<file path="config.mk">
export PLATFORM = sky130hd
export DESIGN_NAME = demux_deser8_flat
export DESIGN_NICKNAME = d
export VERILOG_FILES = /design/src/rtl/demux_deser8_pkg.sv /design/src/rtl/demux_deser8_if.sv /design/src/rtl/demux_deser8_demux18.sv /design/src/rtl/demux_deser8.sv /design/src/flat_wrapper.sv
export SDC_FILE = /design/constraint.sdc
export NUM_CORES = 1
export LEC_CHECK = 0
export CELL_PAD_IN_SITES_DETAIL_PLACEMENT = 0
export CELL_PAD_IN_SITES_GLOBAL_PLACEMENT = 1
export CORE_ASPECT_RATIO = 1.25
export CORE_MARGIN = 3
export CORE_UTILIZATION = 41
export CTS_CLUSTER_DIAMETER = 80
export DETAILED_ROUTE_END_ITERATION = 7
export GPL_TIMING_DRIVEN = 1
export PLACE_DENSITY = 0.81
export SLEW_MARGIN = 10
export SYNTH_ARGS = -nofsm -noshare
export SYNTH_HDL_FRONTEND = slang
export SYNTH_SLANG_ARGS = --single-unit
export TNS_END_PERCENT = 10
</file>
<file path="constraint.sdc">
create_clock -name clk -period 3.33 [get_ports clk]
set_input_delay 0.4995 -clock clk [delete_from_list [all_inputs] [get_ports clk]]
set_output_delay 0.4995 -clock clk [all_outputs]
set_load 0.005 [all_outputs]
</file>
<file path="src/rtl/demux_deser8_pkg.sv">
// demux_deser8 shared constants and types.
// Serial-to-parallel collector feeding the ALU operand registers.
package demux_deser8_pkg;

    localparam int DD_SEL_W     = 3;
    localparam int DD_WIDTH     = 1 << DD_SEL_W;
    localparam int DD_LSB_FIRST = 1;

    typedef enum logic [1:0] {
        ST_IDLE,
        ST_COLLECT,
        ST_STALL
    } state_e;

    // Slot written by the next accepted bit.
    function automatic logic [DD_SEL_W-1:0] slot_pos(
        input logic [DD_SEL_W-1:0] cnt,
        input logic                lsb_first
    );
        return lsb_first ? cnt : ~cnt;
    endfunction

endpackage

</file>
<file path="src/rtl/demux_deser8_if.sv">
// Serial-in / word-out handshake bundle for demux_deser8.
// master = source/consumer side, slave = collector.
interface demux_deser8_if;
    import demux_deser8_pkg::*;

    logic                clear;
    logic                in_bit;
    logic                in_valid;
    logic                in_ready;
    logic [DD_SEL_W-1:0] bit_idx;
    logic [DD_WIDTH-1:0] out_word;
    logic                out_valid;
    logic                out_ready;

    modport master (
        output clear,
        output in_bit,
        output in_valid,
        output out_ready,
        input  in_ready,
        input  bit_idx,
        input  out_word,
        input  out_valid
    );

    modport slave (
        input  clear,
        input  in_bit,
        input  in_valid,
        input  out_ready,
        output in_ready,
        output bit_idx,
        output out_word,
        output out_valid
    );

endinterface

</file>
<file path="src/rtl/demux_deser8_demux18.sv">
// Combinational 1:8 decoder producing per-bit write enables.
// Output is all-zero when not enabled.
module demux18
    import demux_deser8_pkg::*;
(
    input  logic                i_en,
    input  logic [DD_SEL_W-1:0] i_sel,
    output logic [DD_WIDTH-1:0] o_we
);

    always_comb begin
        o_we = '0;
        if (i_en) begin
            o_we[i_sel] = 1'b1;
        end
    end

endmodule

</file>
<file path="src/rtl/demux_deser8.sv">
// Bit-serial collector: steers each bit into an assembly register
// and hands finished words off through a one-word output buffer.
module demux_deser8
    import demux_deser8_pkg::*;
#(
    parameter int WIDTH     = DD_WIDTH,
    parameter int SEL_W     = DD_SEL_W,
    parameter int LSB_FIRST = DD_LSB_FIRST
) (
    input  logic          clk,
    input  logic          rst,
    demux_deser8_if.slave bus
);

    localparam logic [SEL_W-1:0] LAST = '1;

    logic [SEL_W-1:0] r_cnt;
    logic [WIDTH-1:0] r_asm;
    logic [WIDTH-1:0] r_word;
    logic             r_valid;

    state_e           w_state;
    logic             w_in_ready;
    logic             w_accept;
    logic             w_done;
    logic [SEL_W-1:0] w_pos;
    logic [WIDTH-1:0] w_we;
    logic [WIDTH-1:0] w_word;

    // Only the 8th bit can stall: asm is separate from the out buffer.
    always_comb begin
        w_state = ST_IDLE;
        if (r_cnt == LAST && r_valid && !bus.out_ready) begin
            w_state = ST_STALL;
        end else if (r_cnt != '0) begin
            w_state = ST_COLLECT;
        end
    end

    always_comb begin
        w_in_ready = (w_state != ST_STALL);
        w_accept   = bus.in_valid & w_in_ready & ~bus.clear;
        w_done     = w_accept & (r_cnt == LAST);
        w_pos      = slot_pos(r_cnt, LSB_FIRST != 0);
    end

    demux18 u_demux (
        .i_en  (w_accept),
        .i_sel (w_pos),
        .o_we  (w_we)
    );

    // Completed word bypasses asm so it lands in the buffer directly.
    always_comb begin
        w_word = (r_asm & ~w_we) | ({WIDTH{bus.in_bit}} & w_we);
    end

    always_ff @(posedge clk) begin
        if (rst) begin
            r_cnt <= '0;
            r_asm <= '0;
        end else if (bus.clear) begin
            r_cnt <= '0;
            r_asm <= '0;
        end else if (w_accept) begin
            r_cnt <= r_cnt + SEL_W'(1);
            r_asm <= w_done ? '0 : w_word;
        end
    end

    always_ff @(posedge clk) begin
        if (rst) begin
            r_word  <= '0;
            r_valid <= 1'b0;
        end else if (w_done) begin
            r_word  <= w_word;
            r_valid <= 1'b1;
        end else if (r_valid && bus.out_ready) begin
            r_valid <= 1'b0;
        end
    end

    assign bus.in_ready  = w_in_ready;
    assign bus.bit_idx   = r_cnt;
    assign bus.out_word  = r_word;
    assign bus.out_valid = r_valid;

endmodule

</file>
<file path="src/flat_wrapper.sv">
// flat-port wrapper written by rule: the top's interface ports become plain ports
module demux_deser8_flat import demux_deser8_pkg::*;
#(
    parameter int WIDTH     = DD_WIDTH,
    parameter int SEL_W     = DD_SEL_W,
    parameter int LSB_FIRST = DD_LSB_FIRST
)
  (clk, rst, bus_clear, bus_in_bit, bus_in_valid, bus_out_ready, bus_in_ready, bus_bit_idx, bus_out_word, bus_out_valid);
  demux_deser8_if bus_i ();
  input  logic clk;
  input  logic rst;
  input wire logic [$bits(bus_i.clear)-1:0] bus_clear;
  input wire logic [$bits(bus_i.in_bit)-1:0] bus_in_bit;
  input wire logic [$bits(bus_i.in_valid)-1:0] bus_in_valid;
  input wire logic [$bits(bus_i.out_ready)-1:0] bus_out_ready;
  output wire logic [$bits(bus_i.in_ready)-1:0] bus_in_ready;
  output wire logic [$bits(bus_i.bit_idx)-1:0] bus_bit_idx;
  output wire logic [$bits(bus_i.out_word)-1:0] bus_out_word;
  output wire logic [$bits(bus_i.out_valid)-1:0] bus_out_valid;
  assign bus_i.clear = bus_clear;
  assign bus_i.in_bit = bus_in_bit;
  assign bus_i.in_valid = bus_in_valid;
  assign bus_i.out_ready = bus_out_ready;
  assign bus_in_ready = bus_i.in_ready;
  assign bus_bit_idx = bus_i.bit_idx;
  assign bus_out_word = bus_i.out_word;
  assign bus_out_valid = bus_i.out_valid;
  demux_deser8 #(.WIDTH(WIDTH), .SEL_W(SEL_W), .LSB_FIRST(LSB_FIRST)) u_core (.clk(clk), .rst(rst), .bus(bus_i));
endmodule
</file>
# Word-level counts from Yosys, hierarchy flattened
# Cells that the tools add are included.
dict set report totals {
  regBits 20
  in_bits 6
  out_inout_bits 13
  elab_cells 33
}
dict set report classes {
  add_sub_neg 1
  order_cmp 2
  eq_ne 2
  muxes 8
  n_bitwise 8
  reduce_logical 8
}
# op n
set op_table {}
lappend op_table {{$and 8x8->8} 2}
lappend op_table {{$mux 8} 2}
lappend op_table {{$not 8->8} 1}
lappend op_table {{$or 8x8->8} 1}
lappend op_table {{$logic_and 1x1->1} 4}
lappend op_table {{$lt 3x4->1 const B} 1}
lappend op_table {{$mux 1} 4}
lappend op_table {{$add 3x1->3 const B} 1}
lappend op_table {{$and 1x1->1} 3}
lappend op_table {{$demux 1 s3} 1}
lappend op_table {{$eq 3x3->1 const B} 1}
lappend op_table {{$ge 3x1->1 const B} 1}
lappend op_table {{$reduce_bool 3->1} 1}
lappend op_table {{$mux 2} 1}
lappend op_table {{$ne 2x2->1 const B} 1}
lappend op_table {{$reduce_bool 2->1} 1}
lappend op_table {{$reduce_or 2->1} 1}
lappend op_table {{$logic_not 1->1} 1}
lappend op_table {{$not 1->1} 1}

# Depth between registers and ports, before layout
dict set report logic_depth {
  word_depth 12
  mapped_depth 8
  ltp_nobuf 7
}

# By module
# From an unflattened synthesis, not the netlist that was laid out.
dict set report hier_totals {
  cells_unflattened 122
  area_unflattened_um2 1109.8
}
# module instances cells_per_inst area_each_um2
set modules_own_cells {}
lappend modules_own_cells {demux_deser8 1 114 1013.5}
lappend modules_own_cells {demux18 1 8 96.3}

# Least setup slack after synthesis
# No wires, ideal clock.
dict set report synth_path {
  path_kind {reg2reg}
  start {reg u_core.r_cnt[0] (netlist: u_core.bus.bit_idx[0])}
  end {reg u_core.r_word[7] (netlist: u_core.bus.out_word[7])}
  arrival_time_ns 1.701
  required_time_ns 3.244
  path_slack_ns 1.543
  stages_incl_launch_ff 9
  path_buffers 1
  synth_period_minus_slack_ns 1.787
  path_cell_list {dfxtp_1 ha_1 ha_1 and3b_1 buf_6 inv_8 and3_4 a41oi_1 a211oi_1}
}
dict set report synth_via {
  elab_chain_len 11
  elab_cells_between_ends 20
  classes_between {order compare (2); eq/ne (2); mux (5); bitwise (7); reduce/logical (4)}
}
# item line_no
set synth_rtl {}
lappend synth_rtl {{start, declared} demux_deser8.sv:17} ;# logic [SEL_W-1:0] r_cnt;
lappend synth_rtl {{start signal, assigned} demux_deser8.sv:66} ;# r_cnt <= r_cnt + SEL_W'(1);
lappend synth_rtl {{$eq 3x3->1} demux_deser8.sv:33} ;# if (r_cnt == LAST && r_valid && !bus.out_ready) begin
lappend synth_rtl {{$logic_and 1x1->1 (2 in a row)} demux_deser8.sv:33}
lappend synth_rtl {{$mux 2 (*)} demux_deser8.sv:33}
lappend synth_rtl {{$ne 2x2->1 (*)} demux_deser8.sv:41} ;# w_in_ready = (w_state != ST_STALL);
lappend synth_rtl {{named net bus_in_ready} flat_wrapper.sv:16} ;# output wire logic [$bits(bus_i.in_ready)-1:0] bus_in_ready;
lappend synth_rtl {{$and 1x1->1 (*) (2 in a row)} demux_deser8.sv:42} ;# w_accept = bus.in_valid & w_in_ready & ~bus.clear;
lappend synth_rtl {{$mux 8} demux_deser8_demux18.sv:13} ;# if (i_en) begin
lappend synth_rtl {{$not 8->8} demux_deser8.sv:55} ;# w_word = (r_asm & ~w_we) | ({WIDTH{bus.in_bit}} & w_we);
lappend synth_rtl {{$and 8x8->8} demux_deser8.sv:55}
lappend synth_rtl {{$or 8x8->8} demux_deser8.sv:55}
lappend synth_rtl {{end signal, assigned} demux_deser8.sv:76} ;# r_word <= w_word;
lappend synth_rtl {{end, declared} demux_deser8.sv:19} ;# logic [WIDTH-1:0] r_word;
# The timed path passes the listed nets; every way through them passes the cells marked *.
# A chain may end at the register's enable or synchronous reset.

# Final worst setup path
dict set report layout_path {
  start {reg u_core.r_cnt[0] (netlist: u_core.bus.bit_idx[0])}
  end {out bus_in_ready}
}
dict set report layout_via {
  elab_chain_len 5
  elab_cells_between_ends 7
  classes_between {eq/ne (2); mux (2); reduce/logical (3)}
}
# item line_no
set layout_rtl {}
lappend layout_rtl {{$eq 3x3->1} demux_deser8.sv:33}
lappend layout_rtl {{$logic_and 1x1->1 (2 in a row)} demux_deser8.sv:33}
lappend layout_rtl {{$mux 2 (*)} demux_deser8.sv:33}
lappend layout_rtl {{$ne 2x2->1 (*)} demux_deser8.sv:41}
lappend layout_rtl {{end, declared} flat_wrapper.sv:16}
# Mark *: on every way between the ends. The rest lies on a longest branch, timed or not.

==> summary.md <==
| Metric | Value |
|---|---|
| Commonest non-fill, non-tap cells in the layout | o21ai_0, dfxtp_1, clkdlybuf4s50_1 |
| Switching power | about 0.000097 W |
| Worst-margin pin slew | 0.612 ns |
| Vias in the first global route | between 900 and 1000 |
| Comb power frac | 8.1% |
| Post-detail-place hpwl | 1940 µm |
| Number of flops mapped to enable cells by yosys | 0 |
| Sw Ratio | a little under a quarter |
| Root Buffer | clkbuf_4 |
| Clk pwr share | around 34% |
| Core Region | 2310 µm² |
| Length in cells of the worst reg-to-reg path | 7 |
| Library cells used by synthesis | 30 |
| Arr. time, crit path | between 2 and 3 ns |
| Final WS setup | between 0.3 and 0.4 ns |
| N_diodes | 0 |
| Async S/R FF share, synth | 0% |
| Flops & latches, synth | 20 |
| TritonCTS Sinks | 20 |
| Area Overhead vs Synth | 20.8% |
| RSZ-0062 raised after global routing | no |
| Hold Crit Start | u_core.r_asm[6]$_SDFFE_PP0P_ |
| Crit path from | u_core.bus.bit_idx[0]$_SDFFE_PP0P_ |
| GRT overflow | 0 |
| Routed vias/inst | approximately 5.8 |
| FP Rows | 19 |
| Leak | between 0.4 and 0.5 nW |
| Worst VDD drop | 0.000183 V |
| Setup tns final | 0 ns |
| Final period util | about nine tenths |
| CP Max Fanout | 15 |
| GRT Total Usage | approximately 18% |
| Min Clock Period, post-route | roughly 3.0 ns |
| RR Startpoint | u_core.bus.bit_idx[0]$_SDFFE_PP0P_ |
| Die W | 51.0 µm |
| Commonest non-fill, non-tap cell in the layout | o21ai_0 |
| Final wirelength | about 2500 µm |
| Synth area leader | dfxtp_1 |
| I/O pin total | 19 |
| IO buf count | 18 |
| Clock-pin slew on the worst setup and hold paths | around 0.11 ns |
| Avg Inst Size Synth | around 9 µm² |
| Status | complete, no violations |
| First-pass GRT wire length | 4490 µm |
| WHS Endpoint | u_core.r_asm[6]$_SDFFE_PP0P_ |
| Max Slew Vio Count | 0 |
| Drc violations | 0 |
| FF-to-FF End | u_core.r_asm[0]$_SDFFE_PP0P_ |
| Cts hold-fix bufs | 0 |
| Cts repair resizes | 0 |
| Final design utilization | around 54% |
| Routed length per instance | 15.7 µm |
| Reg2reg setup slack | roughly 0.94 ns |
| Vias | ~950 |
| Req. time, crit path | ~2.8 ns |
| Final net count | between 100 and 150 |
| Post-Place Setup Slack | roughly 0.70 ns |
| Fmax | between 0.3 and 0.4 GHz |
| Worst Hold Class | reg2reg |
| Synth Instances | ~120 |
| Power density over the cells | 334 nW/µm² |
| Worst-skew pair later-pin latency | approximately 0.3 ns |
| Die H | just over 60 µm |
| Largest net degree at the start of global routing | 16 |
| Cts bufs inserted | 3 |
| Post-Place Cells | 158 |
| Max Root-Sink Buffers | 2 |
| Reg power frac | just under 60% |
| Final Wtd Congestion | about 0.88 |
| Layout Skew | between 0.001 and 0.0015 ns |
| Sequential area share after synthesis | 38.5% |
| 1st-pass router iterations | 4 |
| Layout cells sized above 1 | 9.16% |
| Antenna-violating nets left | 0 |
| Layout fillers | about 230 |
| Setup crit end kind | output pin |
| Post-CTS Setup Bufs | 0 |
| CP Launch Type | register |
| Hold path cells | 2 |
| Largest cells by area after synthesis | dfxtp_1, o21ai_0, a211oi_1 |
| Relative slew slack | between 50% and 60% |
| Syn nets | approximately 120 |
| H-tree depth | 1 |
| Hold Fails Final Rpt | 0 |
| Layout Cells excl Fill | about 160 |
| Top cell type's share of synthesized area | between 30% and 40% |
| Die ar. | 3180 µm² |
| TritonCTS clock tree | done |
| Post-synth top flop | dfxtp_1 |
| Initial Utilization | 45.1% |
| Iteration-0 DRC Markers | 30 |
| Syn Std Cell Area | between 1000 and 1500 µm² |
| Internal power | 0.000323 W |
| Final setup viols | 0 |
| Initial antenna violation count | 0 |
| Crit path kind | reg2out |
| Max Cap Viol | 0 |
| Synth warn | 0 |
## layout make-up
cell class | count | area [µm²] | share of cell area, %
Timing Repair Buffer | 18 | 180 | 14.3
Clock buffer | 4 | 36.3 | 2.89
Sequential cell | 20 | 400 | 31.9
Tap cell | 31 | 38.8 | 3.09
Multi-Input combinational cell | 88 | 589 | 46.9
Inverter | 1 | 11.3 | 0.896
## worst max-delay path, stage by stage, from the launching register on
cell and delay (ns):
dfxtp_1 0.68, ha_1 0.24, ha_1 0.26, and3b_1 0.47, inv_8 0.08, clkdlybuf4s50_1 0.46
## logic make-up after synthesis
| family | Yosys count | synth area share, % |
|---|---|---|
| AO/OA/AOI/OAI | 50 | 31.0 |
| flip-flops | 20 | 38.5 |
| buffers and inverters | 8 | 4.81 |
| adder cells (fa/ha/maj) | 2 | 2.41 |
| XOR/XNOR | 1 | 0.843 |
| multiplexers | 2 | 1.93 |
| AND/OR/NAND/NOR | 33 | 20.5 |
## metal layers
metal	vias up	GRT usage, %	share of wire, %
met5	-	0	0
met2	22	30.2	50
met3	6	2.63	3.7
li1	476	-	-
met1	443	22.3	44
met4	0	8.42	2.1
## cell usage after synthesis, types with 2 or more instances
cell	instances
nor2_1	9
a31oi_1	9
a41oi_1	3
a211oi_1	8
dfxtp_1	20
o21ai_0	24
o31a_1	4
nand3_1	4
nor3_1	3
ha_1	2
clkbuf_1	2
nand2b_1	3
nor2b_1	2
nand2_1	3
mux2i_1	2
buf_2	4
## sequential cells by signal, indices dropped and copies added, names as in the netlist
register              cells
u_core.bus.out_word       8
u_core.r_asm              8
u_core.bus.bit_idx        3
u_core.bus.out_valid      1
## power groups by stage
stage	Combinational (W)	Sequential, W	Clock (W)
global placement	0.0000341	0.000249	0
finish	0.0000342	0.000244	0.000142
global route	0.0000372	0.000244	0.000154
detailed placement	0.0000341	0.000249	0
CTS	0.0000342	0.000244	0.000147
floorplan	0.0000208	0.000247	0
## through the flow
stage                     area [µm²]  total power (W)  hold slack [ns]
after CTS                       1260         0.000425            0.491
after detailed placement        1220         0.000283            0.471
after floorplan                 1040         0.000268            0.438
final                           1260         0.000420            0.489
after global placement          1220         0.000283            0.450
after global routing            1260         0.000436            0.513
## worst max-delay path by stage
stage | cells after the start | slack, ns | to
after global routing | 5 | 0.15 | bus_in_ready
after detailed placement | 5 | 0.70 | bus_in_ready
final | 5 | 0.33 | bus_in_ready
after CTS | 5 | 0.33 | bus_in_ready
after global placement | 5 | 0.78 | bus_in_ready
after floorplan | 8 | 1.54 | u_core.bus.out_word[7]$_SDFFE_PP0P_
Power figures use the tool's default switching activity.
==> edit 1 (same settings) <==
Set the package constant `DD_SEL_W` to 4 (it was 3).
--- a/src/rtl/demux_deser8_pkg.sv
+++ b/src/rtl/demux_deser8_pkg.sv
@@ -2,7 +2,7 @@
 // Serial-to-parallel collector feeding the ALU operand registers.
 package demux_deser8_pkg;
 
-    localparam int DD_SEL_W     = 3;
+    localparam int DD_SEL_W     = 4;
     localparam int DD_WIDTH     = 1 << DD_SEL_W;
     localparam int DD_LSB_FIRST = 1;
 
Interface: changed (resized bus_bit_idx and bus_out_word); port bits go from 19 to 28. No check against the original RTL was run, so the function may have changed too.
==> edit 1 against the original RTL <==
Maximum frequency grew 18%; clock power increased by 140%; design area grew 89%; first-iteration DRC count rose to 4.0 times the old value; worst setup slack improved by 470 ps; routed wire length increased by 90%; clock skew is 3.5 ps higher; power increased by 96%; sequential share of layout area down 1.5 points; sequential cell count is 16 higher; area after synthesis increased by 92%; worst hold slack got worse by 26 ps; critical endpoint unchanged.
==> edit 1: results (changes against the original RTL) <==
Clock tree
  • Clk slew on worst S/H paths: 70 ps (was 110 ps)
  • CTS buffer count: 5 (was 3)
  • H-tree lvl count: 2 (was 1)
  • Number of gates resized after CTS: 0 (unchanged)
  • Clock root cell: clkbuf_8 (was clkbuf_4)

Drt
  • Final wirelength: 4850 um (was 2550 um)
  • Iter 0 DRT Violations: 120 (was 30)
  • Wirelength per Cell: 16.8 um (was 15.7 um)
  • Routed vias: 1695 (was 947)

Timing
  • Worst Skew: 4.81 ps (was 1.29 ps)
  • Worst Tran Pin Value: 595 ps (was 612 ps)

Global route
  • Global Route met1 Usage: 0.243 (was 0.223)
  • Pin count of the biggest net entering global routing: 22 (was 16)
  • First-pass GRT wire length: 7730 um (was 4490 um)
  • GR Util met3: 0.0485 (was 0.0263)
  • GR Util met2: 0.257 (was 0.302)
  • GRT Overall Usage: 0.178 (was 0.181)

Synthesis
  • Synth area leaders: dfxtp_1, o31ai_2, o2111ai_1, o311ai_1, o211ai_1 (was dfxtp_1, o21ai_0, a211oi_1, a31oi_1, o31a_1)
  • Synthesized area per cell: 9.56 um^2 (was 8.96 um^2)
  • Post-synthesis cell type count: 46 (was 30)
  • Post-synth top cells: dfxtp_1, inv_1, buf_2, nand3_1, nand2_1 (was o21ai_0, dfxtp_1, a31oi_1, nor2_1, a211oi_1)
  • Sequential share of the synthesized area: 0.361 (was 0.385)

Run status
  • Status: finished, final reports clean (unchanged)

Final layout
  • Layout cell share with drive strength beyond 1: 0.169 (was 0.0916)
  • NumNets Final: 241 (was 140)

Place
  • DP Cell Count: 282 (was 158)
  • RePlAce Congestion: 0.792 (was 0.882)
  • Port bufs: 27 (was 18)
  • Half-perimeter wire length after placement: 3330 um (was 1940 um)
  • Pre-CTS WS: 790 ps (was 696 ps)

Power
  • Pleak: 0.000760 uW (was 0.000424 uW)
  • Worst VDD drop: 0.000242 V (was 0.000183 V)

Critical path
  • Worst EP arrival: 2030 ps (was 2500 ps)
[edit 1: changes by cell type after synthesis, sizes merged, moves of 11 or more]
| cell | delta |
|---|---|
| dfxtp | +16 |
| o311ai | +11 |
| o21ai | -18 |
| inv | +14 |
| buf | +12 |
| o31ai | +15 |
[edit 1: final cells by class]
cell class                      instances  area [um^2]
Sequential cell                        36          721
Multi-Input combinational cell        141         1120
Timing Repair Buffer                   32          308
Fill cell                             442         2190
Tap cell                               58         72.6
Inverter                               15         56.3
Clock buffer                            7         96.3
[edit 1: power by group]
part	leakage, uW	total [uW]	internal, uW	switching, uW
sequential	0.000290	432	431	0.969
clock	0.0000503	342	184	158
combinational	0.000419	50.2	19.3	30.9
[edit 1: final timing paths]
| check | startpoint | endpoint | slack [ps] | cells after the start |
|---|---|---|---|---|
| max | u_core.bus.bit_idx[1] | bus_in_ready | 800 | 5 |
| min | u_core.r_asm[13] | u_core.r_asm[13] | 460 | 2 |
| max reg2reg | u_core.bus.bit_idx[3] | u_core.bus.out_word[4] | 1210 | 3 |
| min reg2reg | u_core.r_asm[13] | u_core.r_asm[13] | 460 | 2 |
[edit 1: critical path, cell delays in order, from the launching register on]
cell             delay [ps]
dfxtp_1                 420
ha_1                    180
buf_4                   210
and3_1                  380
nand2_1                  90
clkdlybuf4s50_1         450
[edit 1: logic make-up (layout without fill, tap and decap cells)]
family | count (synthesis) | count (layout) | share of synthesized area
simple gates | 64 | 64 | 0.210
compound gates | 67 | 67 | 0.291
flops | 36 | 36 | 0.361
mux | 6 | 6 | 0.0319
buf+inv | 32 | 54 | 0.0808
fa+ha+maj | 4 | 4 | 0.0250
[edit 1: metrics by stage]
| stage | util | instance area, um^2 |
|---|---|---|
| after floorplan | - | 2000 |
| after global placement | 0.498 | 2270 |
| after detailed placement | 0.498 | 2270 |
| after CTS | 0.520 | 2370 |
| after global routing | 0.520 | 2370 |
| final | 0.520 | 2370 |
[edit 1: layer usage]
layer | part of all wire | vias up
li1 | - | 848
met1 | 0.49 | 803
met5 | 0 | -
met3 | 0.036 | 8
met4 | 0.020 | 0
met2 | 0.46 | 36
==> edit 2 (same settings) <==
Made on the original files. Reset style: asynchronous (`rst`), changed in 2 clocked blocks.
--- a/src/rtl/demux_deser8.sv
+++ b/src/rtl/demux_deser8.sv
@@ -55,7 +55,7 @@
         w_word = (r_asm & ~w_we) | ({WIDTH{bus.in_bit}} & w_we);
     end
 
-    always_ff @(posedge clk) begin
+    always_ff @(posedge clk or posedge rst) begin
         if (rst) begin
             r_cnt <= '0;
             r_asm <= '0;
@@ -68,7 +68,7 @@
         end
     end
 
-    always_ff @(posedge clk) begin
+    always_ff @(posedge clk or posedge rst) begin
         if (rst) begin
             r_word  <= '0;
             r_valid <= 1'b0;
Check against the original RTL: differs if rst is asserted again (counterexample within 4 cycles, from zero or initial values and one cycle with rst high); with rst held inactive, the same outputs for 10 cycles.
==> edit 2 against the original RTL <==
Clock skew grew 2.5 ps; power is 6.8% higher; largest cell class unchanged; critical path type unchanged; routed wire length is 2.2% lower; synthesized cell count did not move; sequential cell count is the same; area after synthesis grew 4.5%; design area up 1.7%; worst setup slack improved by 340 ps; highest routed layer unchanged.
==> edit 2: results (changes against the original RTL) <==
Place
  • Placement Cell Area: 0.00124 mm^2 (was 0.00122 mm^2)
  • RePlAce Congestion: 0.851 (was 0.882)
  • Pre-CTS WS: 980 ps (was 696 ps)

Timing
  • Hold Slack: 523 ps (was 489 ps)
  • Peak Freq: 377 MHz (was 334 MHz)
  • Slew margin rel.: 0.494 (was 0.591)
  • Worst Skew: 3.81 ps (was 1.29 ps)

Run status
  • Status: finished, final reports clean (unchanged)

Critical path
  • RR Startpoint: u_core.bus.bit_idx[1] (was u_core.bus.bit_idx[0])
  • Crit-path max cell delay: 660 ps (was 680 ps)
  • Worst EP arrival: 2150 ps (was 2500 ps)
  • Worst r2r path cells: 6 (was 7)
  • Max FO, Critical Path: 17 (was 15)
  • Slowest cell on crit path: dfrtp_1 (was dfxtp_1)
  • R2r endpoint: u_core.r_asm[5] (was u_core.r_asm[0])
  • Reg-to-reg setup timing slack: 910 ps (was 940 ps)

Drt
  • Iter 0 DRT Violations: 48 (was 30)
  • Routed vias: 917 (was 947)
  • Wirelength per Cell: 15.3 um (was 15.7 um)

Final layout
  • Sequential cell count: 20 (unchanged)
  • Fraction of area in multi-input gates: 0.404 (was 0.469)
  • Layout cell share with drive strength beyond 1: 0.100 (was 0.0916)
  • Sequential Area: 500 um^2 (was 400 um^2)
  • Clk tree area frac: 0.0284 (was 0.0289)
  • NonClk Buf Share: 0.141 (was 0.143)
  • Sequential cell area share: 0.392 (was 0.319)
  • Layout Cells excl Fill: 163 (was 162)
  • NumNets Final: 139 (was 140)
  • Fillers: 237 (was 231)

Global route
  • Pin count of the biggest net entering global routing: 21 (was 16)
  • Vias in the first global route: 964 (was 932)
  • First-pass GRT wire length: 4510 um (was 4490 um)
  • GRT Overall Usage: 0.177 (was 0.181)

Synthesis
  • FFs w/ async S/R, synth: 1.00 (was 0)
  • Post-synth top cells: o21ai_0, dfrtp_1, a31oi_1 (was o21ai_0, dfxtp_1, a31oi_1, nor2_1, a211oi_1)
  • Main synth FF type: dfrtp_1 (was dfxtp_1)
  • Synthesized area per cell: 9.36 um^2 (was 8.96 um^2)
  • Post-synthesis cell type count: 29 (was 30)
  • Synth area leaders: dfrtp_1, o21ai_0, a31oi_1, nand3_1, o21a_1 (was dfxtp_1, o21ai_0, a211oi_1, a31oi_1, o31a_1)
  • Sequential share of the synthesized area: 0.461 (was 0.385)

Hold path
  • Worst Hold Launch: u_core.r_asm[1] (was u_core.r_asm[6])
  • Hold path endpoint: u_core.r_asm[1] (was u_core.r_asm[6])

Clock tree
  • Clk slew on worst S/H paths: 110 ps (about the same)
  • Clock root cell: clkbuf_4 (unchanged)
  • Clock Latency Late Sink: 300 ps (about the same)

Power
  • Pleak: 0.000532 uW (was 0.000424 uW)
  • Worst VDD drop: 0.000157 V (was 0.000183 V)

Floorplanning
  • Chip width: 52.0 um (was 51.0 um)
[edit 2: layer usage]
layer | part of all wire | wire (um) | vias to the layer above | track usage
li1 | - | - | 448 | -
met3 | 0.048 | 119 | 2 | 0.0307
met4 | 0.0076 | 19 | 0 | 0.0656
met2 | 0.51 | 1270 | 29 | 0.297
met5 | 0 | 0 | - | 0
met1 | 0.44 | 1090 | 438 | 0.221
[edit 2: power breakdown]
group          switching, uW  internal (uW)
Combinational           28.0           22.9
Sequential              9.78            247
Clock                   74.2           66.6
[edit 2: cell families (layout without fill, tap and decap cells)]
family | after synthesis | after routing | share of synthesized area
adders and majority gates | 2 | 2 | 0.0230
buffers and inverters | 9 | 23 | 0.0645
DFF | 20 | 20 | 0.461
and+or+nand+nor | 41 | 41 | 0.220
AOI/OAI and AO/OA | 44 | 44 | 0.232
[edit 2: critical path: cells and delay by family (launching register included)]
kind,cells,cell delay (ps)
buffers and inverters,1,500
adder cells (fa/ha/maj),2,490
flip-flops,1,660
AND/OR/NAND/NOR,1,200
